**config.mk**
```make
export PLATFORM = sky130hd
export DESIGN_NAME = casl_key_loader
export DESIGN_NICKNAME = d
export VERILOG_FILES = /design/src/rtl/casl_key_loader.sv
export SDC_FILE = /design/constraint.sdc
export NUM_CORES = 1
export LEC_CHECK = 0
export ABC_AREA = 1
export BUFFER_PORTS_ARGS = -buffer_cell sky130_fd_sc_hd__buf_2
export CAP_MARGIN = 20
export CORE_UTILIZATION = 49
export DETAILED_ROUTE_END_ITERATION = 10
export GPL_TIMING_DRIVEN = 0
export PLACE_DENSITY = 0.7
export SYNTH_ARGS = -nofsm -noshare
export SYNTH_HDL_FRONTEND = slang
export SYNTH_SLANG_ARGS = --single-unit
```
**constraint.sdc**
```tcl
create_clock -name clk -period 3.8 [get_ports clk]
set_input_delay 0.76 -clock clk [delete_from_list [all_inputs] [get_ports clk]]
set_output_delay 0.76 -clock clk [all_outputs]
set_load 0.02 [all_outputs]
```
**src/rtl/casl_key_loader.sv**
```systemverilog
// Fetches the locking key byte-by-byte from key memory, verifies an XOR checksum,
// and only then presents the key to the locked netlist; otherwise the key bus stays zero.
module casl_key_loader #(
  parameter int unsigned KEY_W   = 64,
  parameter int unsigned TIMEOUT = 255
) (
  input  logic                            clk,
  input  logic                            rst_n,
  input  logic                            start,
  output logic                            otp_req,
  output logic [$clog2(KEY_W/8+1)-1:0]    otp_addr,
  input  logic                            otp_ack,
  input  logic [7:0]                      otp_data,
  output logic [KEY_W-1:0]                key_out,
  output logic                            key_valid,
  output logic                            busy,
  output logic                            err
);

  localparam int unsigned NB = KEY_W / 8;
  localparam int unsigned AW = $clog2(NB + 1);
  localparam int unsigned TW = $clog2(TIMEOUT + 1);

  typedef enum logic [1:0] {IDLE, REQ, GAP, CHK} state_t;

  state_t            state_q, state_d;
  logic [KEY_W-1:0]  shadow_q, shadow_d;
  logic [7:0]        acc_q, acc_d;
  logic [7:0]        chk_q, chk_d;
  logic [TW-1:0]     tmo_q, tmo_d;
  logic [AW-1:0]     addr_d;
  logic [KEY_W-1:0]  key_d;
  logic              valid_d, err_d, req_d, busy_d;
  logic              last_c, tmo_hit_c;

  assign last_c    = (otp_addr == AW'(NB));
  // The cycle being counted now is the TIMEOUT-th one without an ack.
  assign tmo_hit_c = (tmo_q >= TW'(TIMEOUT - 1));

  always_ff @(posedge clk) begin
    if (!rst_n) state_q <= IDLE;
    else        state_q <= state_d;
  end

  always_comb begin
    state_d = state_q;
    case (state_q)
      IDLE: if (start) state_d = REQ;
      REQ: begin
        if (otp_ack)        state_d = last_c ? CHK : GAP;
        else if (tmo_hit_c) state_d = IDLE;
      end
      GAP:     state_d = REQ;
      CHK:     state_d = IDLE;
      default: state_d = IDLE;
    endcase
  end

  always_comb begin
    shadow_d = shadow_q;
    acc_d    = acc_q;
    chk_d    = chk_q;
    tmo_d    = tmo_q;
    addr_d   = otp_addr;
    key_d    = key_out;
    valid_d  = key_valid;
    err_d    = err;
    req_d    = (state_d == REQ);
    busy_d   = (state_d != IDLE);
    case (state_q)
      IDLE: begin
        if (start) begin
          shadow_d = '0;
          acc_d    = '0;
          addr_d   = '0;
          tmo_d    = '0;
          err_d    = 1'b0;
          valid_d  = 1'b0;
          key_d    = '0;
        end
      end
      REQ: begin
        if (otp_ack) begin
          if (last_c) begin
            chk_d = otp_data;
          end else begin
            for (int unsigned k = 0; k < NB; k++) begin
              if (otp_addr == AW'(k)) shadow_d[8*k +: 8] = otp_data;
            end
            acc_d  = acc_q ^ otp_data;
            addr_d = otp_addr + AW'(1);
          end
        end else begin
          if (tmo_q != TW'(TIMEOUT)) tmo_d = tmo_q + TW'(1);
          if (tmo_hit_c) err_d = 1'b1;
        end
      end
      GAP: tmo_d = '0;
      CHK: begin
        if (acc_q == chk_q) begin
          key_d   = shadow_q;
          valid_d = 1'b1;
        end else begin
          err_d = 1'b1;
        end
      end
      default: ;
    endcase
  end

  always_ff @(posedge clk) begin
    if (!rst_n) begin
      shadow_q  <= '0;
      acc_q     <= '0;
      chk_q     <= '0;
      tmo_q     <= '0;
      otp_addr  <= '0;
      key_out   <= '0;
      key_valid <= 1'b0;
      err       <= 1'b0;
      otp_req   <= 1'b0;
      busy      <= 1'b0;
    end else begin
      shadow_q  <= shadow_d;
      acc_q     <= acc_d;
      chk_q     <= chk_d;
      tmo_q     <= tmo_d;
      otp_addr  <= addr_d;
      key_out   <= key_d;
      key_valid <= valid_d;
      err       <= err_d;
      otp_req   <= req_d;
      busy      <= busy_d;
    end
  end

endmodule

```
# After elaboration in Yosys (flattened, before gate mapping)
# Index checks and enable logic that the tools add are counted.
[classes] n_addsub=2 n_lt_le_gt_ge=1 n_eq_ne=30 n_mux=37 n_bitwise=1 reduce_logical=20
[ops] cell="64-bit two-way mux" n=4
[ops] cell="64-bit case mux with 2 select lines" n=2
[ops] cell="8-bit two-way mux" n=13
[ops] cell="5-bit AND reduction" n=9
[ops] cell="2-bit != test (second input constant)" n=16
[ops] cell="8-bit case mux with 3 select lines" n=1
[ops] cell="4-bit by 3-bit equality test with 1-bit output (second input constant)" n=4
[ops] cell="8-bit case mux with 2 select lines" n=1
[ops] cell="4-bit two-way mux" n=3
[ops] cell="8-bit by 1-bit adder with 8-bit output (second input constant)" n=1
[ops] cell="4-bit by 2-bit equality test with 1-bit output (second input constant)" n=2
[ops] cell="8-bit equality test" n=1
[ops] cell="8-bit greater-or-equal comparator (second input constant)" n=1
[ops] cell="8-bit != test (second input constant)" n=1
[ops] cell="2-bit case mux with 4 select lines" n=1
[ops] cell="4-bit case mux with 2 select lines" n=1
[ops] cell="4-bit AND reduction" n=2
[ops] cell="8-bit XOR" n=1
[ops] cell="1-bit two-way mux" n=6
[ops] cell="2-bit two-way mux" n=3
[ops] cell="3-bit AND reduction" n=2
[ops] cell="2-bit nonzero test" n=3
[ops] cell="3-bit nonzero test" n=2
[ops] cell="4-bit by 1-bit adder with 4-bit output (second input constant)" n=1
[ops] cell="other kinds (8)" n=10
[word_totals] regBits=162 inputBits=12 out_inout_bits=72 elab_cells=109

# Depth between registers and ports, before layout
# Gate-level depths: netlist of run 1.
[depth] depth_word=5 ltp_mapped=11 depth_no_buf=10

# Worst setup path before layout of run 1
# No wires, ideal clock.
[synth_timing] path_type="input to register" from="in rst_n" to="reg key_out[0]" setup_time_ns=0.132 arrival_ns=1.672 required_ns=3.668 setup_slack_ns=1.996 path_stages=5 n_path_buf=3 path_cell_list="clkbuf_1 -> clkinv_1 -> clkbuf_1 -> clkbuf_1 -> a21oi_1"
[synth_lines] item="from (decl)" line_no="8" source="input logic rst_n,"
[synth_lines] item="to (signal assigned)" line_no="129" source="key_out <= key_d;"
[synth_lines] item="to (decl)" line_no="14" source="output logic [KEY_W-1:0] key_out,"
# No word-level cell between the ends.

# Worst setup path after layout of run 1
[layout_timing] from="reg state_q[0]" to="reg key_out[8]"
[layout_between] elab_chain_cells=3 elab_cells_between_ends=7 cone_classes="eq/ne: 3; mux: 1; reduce/logical: 3"
[layout_rtl] item="from (decl)" line_no="26" source="state_t state_q, state_d;"
[layout_rtl] item="from (signal assigned)" line_no="42" source="else state_q <= state_d;"
[layout_rtl] item="2-bit equality test or 2-bit logical NOT (tied branches)" line_no="70" source="case (state_q)"
[layout_rtl] item="2-bit != test (no source line) or 2-bit nonzero test (tied branches)"
[layout_rtl] item="3-bit AND reduction (no source line)"
# Several ways; a longest one is shown, not always the timed one.
# A chain may end at the register's enable or synchronous reset.

==> results of run 1 <==
## where the power goes
part / leakage [nW] / internal [mW] / total, mW / switching, mW
combinational: 1.78 / 0.142 / 0.471 / 0.330
clock: 0.285 / 0.992 / 1.67 / 0.678
sequential: 1.32 / 1.80 / 1.85 / 0.0510
total: 3.39 / 2.93 / 3.99 / 1.06
## layout make-up
cell class	instances	area [sq um]	share of cell area, %
Buffer	49	244.0	3.110
Clock buffer	20	456.7	5.821
Sequential cell	162	3243	41.34
Multi-Input combinational cell	577	2788	35.53
Timing Repair Buffer	82	410.4	5.231
Clock inverter	11	111.4	1.419
Inverter	99	371.6	4.737
Tap cell	176	220.2	2.807
## metrics by stage
stage                     total power, mW  hold WS, ns  util (%)  area (sq um)
after floorplan                     2.208       0.4205         -          6646
after global placement              2.344       0.4339     54.95          7277
after detailed placement            2.349       0.4370     54.95          7277
after CTS                           3.993       0.4481     59.24          7845
after global routing                4.150       0.4734     59.24          7845
final                               3.992       0.4443     59.24          7845
## cell families after synthesis
logic type,after synthesis,share of synthesized area (%)
adders and majority gates,6,1.129
xor gates and xnor gates,3,0.3954
and+or+nand+nor,362,23.12
buffers and inverters,148,9.262
AOI/OAI and AO/OA,206,17.30
DFF,162,48.80
## critical path, stage by stage, from the launching register on
cell      delay (ns)
dfxtp_1         0.46
nand2_1         0.29
inv_2           0.20
nand2_1         0.08
nor2_2          0.13
nand2_1         0.07
nor2_1          0.09
nand2_1         0.32
clkbuf_1        0.33
nand3_1         0.13
a21oi_1         0.07
## cells in the mapped netlist, types with 2 or more instances
| cell | count |
|---|---|
| a211oi_1 | 13 |
| a21oi_2 | 5 |
| buf_6 | 4 |
| nor2_2 | 3 |
| a211oi_2 | 4 |
| ha_1 | 6 |
| o21ai_0 | 64 |
| a21oi_1 | 108 |
| a31oi_1 | 4 |
| nor2_1 | 124 |
| buf_2 | 15 |
| buf_1 | 6 |
| inv_1 | 90 |
| buf_4 | 3 |
| nor3_1 | 2 |
| nand2_1 | 139 |
| nand3_2 | 2 |
| nand3_1 | 80 |
| o21bai_1 | 3 |
| xnor2_1 | 2 |
| inv_2 | 8 |
| clkbuf_1 | 21 |
| nand4_1 | 6 |
| dfxtp_1 | 162 |
## state kept, by name (all words and copies together), names as in the netlist
| register | count |
|---|---|
| key_valid | 1 |
| chk_q | 8 |
| state_q | 2 |
| err | 1 |
| otp_req | 1 |
| shadow_q | 64 |
| busy | 1 |
| tmo_q | 8 |
| key_out | 64 |
| acc_q | 8 |
| otp_addr | 4 |
## routing by layer
layer  vias to the layer above  routed length (microns)
met5                         -                        0
met4                         0                      379
met3                        24                      996
met2                       180                     7917
met1                      2791                     8027
li1                       3072                        -
## final timing paths
path / start / end / slack [ns] / cells after the start
worst max-delay path: state_q[0] / key_out[8] / 1.50 / 10
worst max register to register: state_q[0] / key_out[8] / 1.50 / 10
worst min register to register: err / err / 0.44 / 2
worst min-delay path: err / err / 0.44 / 2
==> results.cfg, run 1 <==
[timing]
period_needed_ns = 2.301
hold_viol = 0
slew_viol_final = 0
worst_pin_slew_ns = 0.6357
tns_ns = 0
setup_viol = 0
rsz0062_at_grt = no
max_freq_mhz = 434.5
setup_slack_ns = 1.499
finalClockSkew_ns = 0.007184
relSlewSlack_pct = 57.62
fin_crit_sh_pct = 60.56

[logic_synthesis]
synthFlopType = dfxtp_1
synthesis.nets = 905
syn_area_sq_mm = 0.006646
synth_top_area_share_pct = 48.80
synthArstFlopShare_pct = 0
synth-edff-count = 0
synth_warnings = 0
yosysSeqAreaShare_pct = 48.80
synthCells = 887
yosys.cell_types.count = 37
synth.avg_cell_area_sq_um = 7.493
synth_seq_cells = 162
synth.largest_area_cell = dfxtp_1
synth_area_leaders = dfxtp_1 (49%), a21oi_1 (8.1%), nand2_1 (7.9%)

[worst_setup_path]
cp_max_fo = 10
crit_type = reg2reg
crit_path_end_kind = register
crit_required_ns = 4.08
cp.arrival_ns = 2.58
cp-start-kind = register

[min_path]
hp-class = reg2reg

[floorplanning]
die_h_microns = 118.5
die-area_sq_mm = 0.01403
die_w_microns = 118.5
io_pins = 84
row_count = 42
coreArea_sq_mm = 0.01324
start_util_pct = 50.19

[route]
route.detailed.drc = 0
ant_nets = 0
wl_per_cell_microns = 14.73
viasPerCell = 5.159
wirelength_microns = 17320
drt_iter0_drc = 494
drt_pass1_iterations = 6
num_vias = 6067

[layout]
drive_gt1_share_pct = 16.20
nets = 1006
syn_to_final_growth_pct = 18.03
final_common_cell = dfxtp_1
finalNonFillerCells = 1176
fillCellCount = 1234
final_cell_mix = dfxtp_1 (162), nand2_1 (139), nor2_1 (124)
n_antenna_cell = 0

[place]
post-place-cells = 1145
io_buffers = 82
hpwl_microns = 11900
place_congestion = 0.8836
post-place-ws_ns = 1.387

[cts]
htreeDepth = 4
cts_resized = 0
tritoncts = yes
clk_pin_slew_ns = 0.06
clock-sinks = 162
postCtsSetupRepairBufs = 0
cts_buffers = 17
clk_latency_ns = 0.42
cts_root_buffer = clkbuf_16
clk_path_buf_depth = 2
cts_hold_buf = 0

[global_routing]
grt_max_degree = 17
grt_overflow = 0
grt_pass1_wl_microns = 28030
antenna_found_initial = 0
grtUsageMet2_pct = 42.02
grt_pass1_vias = 5585
busiest_layer = met2
grt.met3_usage_pct = 5.598
use_met1_pct = 32.94
grt_usage_pct = 25.40

[pwr]
ir_drop_uv = 430.9
power_density_mw_per_mm2 = 508.9
p_leak_nw = 3.392

[flow_run]
max_cap_viol_count = 0

[outcome]
status = complete, no violations
Note: power is estimated with default switching activity, not from simulation.
==> run 2: changes to the inputs <==
--- a/config.mk
+++ b/config.mk
@@ -11,7 +11,7 @@
 export CORE_UTILIZATION = 49
 export DETAILED_ROUTE_END_ITERATION = 10
 export GPL_TIMING_DRIVEN = 0
-export PLACE_DENSITY = 0.7
+export PLACE_DENSITY = 0.73
 export SYNTH_ARGS = -nofsm -noshare
 export SYNTH_HDL_FRONTEND = slang
 export SYNTH_SLANG_ARGS = --single-unit
==> constraint.sdc (replaced) <==
create_clock -name clk -period 2 [get_ports clk]
set_input_delay 0.4 -clock clk [delete_from_list [all_inputs] [get_ports clk]]
set_output_delay 0.4 -clock clk [all_outputs]
set_load 0.02 [all_outputs]
==> run 2 against run 1 <==
  * Register-to-register slack lost 1.5 ns
  * Largest cell class unchanged
  * Critical endpoint is now key_out[47]
  * Routed wire length grew 0.81%
  * Fmax grew 18%
  * Global-route usage shrank 0.12 points
  * Die area is the same
==> results.cfg, run 2 (same netlist as run 1, synthesis figures left out) <==
[layout]
drive_gt1_share_pct = 18.11
multi_input_area_sq_mm = 0.002851
utilization_pct = 59.95
nets = 1010
final_common_cell = dfxtp_1
fillCellCount = 1234
ff_latch_area_sq_mm = 0.003246
n_antenna_cell = 0
syn_to_final_growth_pct = 19.45
reg.largest.list = key_out: 64 flops, shadow_q: 64 flops
finalNonFillerCells = 1181
final_cell_mix = dfxtp_1 (160), nand2_1 (135), nor2_1 (123)

[cts]
cts_root_buffer = clkbuf_16
tritoncts = yes
clk_latency_ns = 0.43
clk_pin_slew_ns = 0.07
clk_path_buf_depth = 2
cts_buffers = 17
htreeDepth = 4
clock-sinks = 162

[pwr]
p_leak_nw = 3.418
ir_drop_uv = 741.7
finalPower_mw = 7.568
power_density_mw_per_mm2 = 953.3

[worst_setup_path]
crit_path_end_kind = register
cp.arrival_ns = 2.32
cpMaxStageDelayCell = dfxtp_2
path_cells = inv_2, nand3_2, buf_2, inv_2, nor2_2, buf_2, nor2_1, nor2_1
crit_required_ns = 2.36
cp_max_fo = 10
crit_path_max_incr_delay_ns = 0.41
cp-start-kind = register
crit_type = reg2reg

[timing]
relSlewSlack_pct = 57.04
setup_viol = 0
worst_pin_slew_ns = 0.6444
setup_slack_ns = 0.04782
rsz0062_at_grt = yes
period_needed_ns = 1.952
hold_ws_ns = 0.1539
slew_viol_final = 0
max_freq_mhz = 512.2
finalClockSkew_ns = 0.009498
fin_crit_sh_pct = 97.61
hold_viol = 0

[place]
hpwl_microns = 11930
place_congestion = 0.8482
io_buffers = 82
post-place-cells = 1145
post-place-ws_ns = -0.2597

[min_path]
hp-class = in2reg

[route]
wirelength_microns = 17460
viasPerCell = 5.202
ant_nets = 0
wl_per_cell_microns = 14.79
num_vias = 6143
route.detailed.drc = 0
drt_iter0_drc = 490
drt_pass1_iterations = 5

[floorplanning]
start_util_pct = 50.19
die_h_microns = 118.5
die_w_microns = 118.5
coreArea_sq_mm = 0.01324
row_count = 42
io_pins = 84
die-area_sq_mm = 0.01403

[global_routing]
grt_pass1_wl_microns = 27610
antenna_found_initial = 0
grt_pass1_vias = 5460
grt_max_degree = 17
grt_overflow = 0
grt_usage_pct = 25.29

[outcome]
status = complete, no violations

[flow_run]
max_cap_viol_count = 0
run 2: cell types whose count changed in the layout (fill, tap and decap cells not counted), moves of 3 or more:
cell,change
clkinv_2,-6
inv_6,+5
clkbuf_1,-4
nand2_1,-4
clkbuf_2,+3
nand2_2,+3
run 2: where the power goes:
part	internal (mW)	total, mW	switching [mW]
Combinational	0.278	0.922	0.644
Sequential	3.42	3.51	0.0960
Clock	1.70	3.13	1.44
run 2: final cells by class:
| cell class | instances | share of cell area (%) |
|---|---|---|
| Timing Repair Buffer | 85 | 5.453 |
| Clock inverter | 13 | 1.418 |
| Multi-Input combinational cell | 578 | 35.92 |
| Sequential cell | 162 | 40.88 |
| Inverter | 99 | 4.681 |
| Tap cell | 176 | 2.774 |
| Buffer | 49 | 3.168 |
| Clock buffer | 19 | 5.705 |
run 2: routing by layer:
| layer | global-route usage [%] | wire, microns |
|---|---|---|
| met1 | 32.68 | 7828 |
| met2 | 42.17 | 8260 |
| met3 | 5.309 | 1100 |
| met4 | 8.070 | 274 |
| met5 | 0 | 0 |
run 2: repair_timing:
item / 4_1_cts / 5_1_grt
hold buffers: 0 / 0
resized for setup: 8 / 12
endpoints found under the setup margin: 65 / 47
cloned: 0 / 1
pin swaps: 0 / 2
buffers inserted: 0 / 3
run 2: path summary, 6_finish.rpt:
| check | from | end | slack (ns) | cells after the start |
|---|---|---|---|---|
| hold reg to reg | err | err | 0.45 | 2 |
| hold / removal | otp_data[0] | acc_q[0] | 0.15 | 2 |
| setup / recovery | state_q[0] | key_out[47] | 0.05 | 8 |
| setup reg to reg | state_q[0] | key_out[47] | 0.05 | 8 |
run 2: stage by stage:
step | instance area (sq um) | TNS (ns)
finish | 7939 | 0
global route | 7939 | -0.06346
CTS | 7861 | 0
detailed placement | 7277 | -13.21
global placement | 7277 | -10.42
floorplan | 6646 | 0
run 2: critical path: cells and delay by family, from the launching register on:
family	cells	cell delay, ns
flip-flops	1	0.41
AND/OR/NAND/NOR	4	0.65
buffers and inverters	4	0.81
==> run 3: changes to the inputs <==
--- a/config.mk
+++ b/config.mk
@@ -12,6 +12,7 @@
 export DETAILED_ROUTE_END_ITERATION = 10
 export GPL_TIMING_DRIVEN = 0
 export PLACE_DENSITY = 0.73
+export RECOVER_POWER = 100
 export SYNTH_ARGS = -nofsm -noshare
 export SYNTH_HDL_FRONTEND = slang
 export SYNTH_SLANG_ARGS = --single-unit
==> run 3 against run 2 <==
  * Final cell count stayed put
  * Final area is 1.2% lower
  * Largest cell class unchanged
  * Clock skew is 0.0011 ns higher
  * Power is 0.13% lower
  * Critical path depth stayed put
  * Critical path type unchanged
  * First-iteration DRC count is 3.9% lower
  * Fmax is 0.73% lower
  * Combinational power is 2% lower
  * Non-clock buffer count stayed put
  * Via count is 0.67% lower
  * Worst hold slack hardly changed
  * Critical endpoint unchanged
==> results.cfg, run 3 (same netlist as run 1, synthesis figures left out) <==
[layout]
n_antenna_cell = 0
utilization_pct = 59.24
final_area_sq_mm = 0.007845
nets = 1010
final_cell_mix = dfxtp_1 (160), nand2_1 (135), nor2_1 (123)
syn_to_final_growth_pct = 18.03
fillCellCount = 1272
final_common_cell = dfxtp_1
reg.largest.list = key_out: 64 flops, shadow_q: 64 flops
drive_gt1_share_pct = 10.75

[cts]
cts_hold_buf = 0
clk_latency_ns = 0.43
htreeDepth = 4
tritoncts = yes
clk_path_buf_depth = 2
clock-sinks = 162
clk_pin_slew_ns = 0.07
cts_buffers = 17
cts_root_buffer = clkbuf_16

[worst_setup_path]
reg2reg_from = state_q[0]
rrSetupSlack_ns = 0.03
crit_path_end_kind = register
crit_required_ns = 2.37
cp_max_fo = 10
crit_type = reg2reg
reg2reg_depth = 8
r2r_end = key_out[47]
cp.arrival_ns = 2.33
cp-start-kind = register

[place]
post_dp_cell_area_sq_mm = 0.007277
io_buffers = 82
post-place-ws_ns = -0.2597
hpwl_microns = 11930
place_congestion = 0.8482

[pwr]
finalPower_mw = 7.558
power_density_mw_per_mm2 = 963.4
p_leak_nw = 3.113
ir_drop_uv = 745.4

[global_routing]
antenna_found_initial = 0
grtUsageMet2_pct = 42.17
use_met1_pct = 32.68
grt_pass1_wl_microns = 27610
grt_max_degree = 17
grt_pass1_vias = 5460
grt_usage_pct = 25.29
busiest_layer = met2
grt_overflow = 0
grt.met3_usage_pct = 5.309

[timing]
finalClockSkew_ns = 0.01064
max_freq_mhz = 508.5
worst_pin_slew_ns = 0.6548
relSlewSlack_pct = 56.35
setup_slack_ns = 0.03348
period_needed_ns = 1.967
hold_viol = 0
slew_viol_final = 0
rsz0062_at_grt = yes
setup_viol = 0
fin_crit_sh_pct = 98.33
hold_ws_ns = 0.1542

[flow_run]
max_cap_viol_count = 0

[route]
viasPerCell = 5.167
ant_nets = 0
drt_iter0_drc = 471
drt_pass1_iterations = 5
route.detailed.drc = 0
wirelength_microns = 17470
num_vias = 6102
wl_per_cell_microns = 14.79

[min_path]
hp-class = in2reg
whs_path_depth = 2
min_from = otp_data[0]
whs_endpoint = acc_q[0]

[floorplanning]
start_util_pct = 50.19
io_pins = 84
die_h_microns = 118.5
die_w_microns = 118.5
coreArea_sq_mm = 0.01324
die-area_sq_mm = 0.01403
row_count = 42

[outcome]
status = complete, no violations
-- run 3: critical path: stages (launching register included) --
cell and delay, ns:
dfxtp_2 0.41, inv_2 0.08, nand3_2 0.18, buf_2 0.35
inv_2 0.12, nor2_2 0.31, buf_2 0.27, nor2_1 0.07
nor2_1 0.11
-- run 3: where the power goes --
part           switching [mW]  internal (mW)  leakage (nW)  total, mW
clock network            1.44           1.70         0.276       3.14
registers              0.0971           3.42          1.32       3.51
logic                   0.644          0.262          1.51      0.906
-- run 3: repair_timing --
action / CTS / global route
endpoints found under the hold margin: 0 / 0
gates cloned: 0 / 1
resized for setup: 8 / 12
pin swaps: 0 / 2
setup endpoints to repair: 65 / 47
setup buffers: 0 / 3
-- run 3: how the worst max path moves through the flow --
stage                start           end  slack, ns  cells past startpoint
3_3_place_gp    state_q[0]   key_out[15]      -0.20                     10
5_1_grt         state_q[0]  shadow_q[61]      -0.05                      9
2_1_floorplan  otp_addr[0]  shadow_q[49]       0.21                     10
3_5_place_dp    state_q[0]    key_out[7]      -0.26                     10
4_1_cts        otp_addr[0]   shadow_q[6]       0.01                      8
6_report        state_q[0]   key_out[47]       0.03                      8
-- run 3: layout make-up --
| class | instances | area, sq um | share of cell area, % |
|---|---|---|---|
| tap | 176 | 220.2 | 2.807 |
| multi-input combinational | 578 | 2849 | 36.32 |
| buffer | 49 | 250.2 | 3.190 |
| timing repair buffer | 85 | 342.8 | 4.370 |
| clock buffer | 19 | 452.9 | 5.774 |
| sequential | 162 | 3246 | 41.37 |
| inverter | 99 | 371.6 | 4.737 |
| clock inverter | 13 | 112.6 | 1.435 |
-- run 3: metal layers --
metal	share of wire (%)	up-vias
met5	0	-
met4	2.2	0
met3	5.9	31
met2	47	190
met1	45	2779
li1	-	3102
-- run 3: metrics by stage --
stage / TNS (ns) / std cells
2_1_floorplan: 0 / 887
3_3_place_gp: -10.42 / 1145
3_5_place_dp: -13.21 / 1145
4_1_cts: 0 / 1177
5_1_grt: -0.1567 / 1181
6_report: 0 / 1181
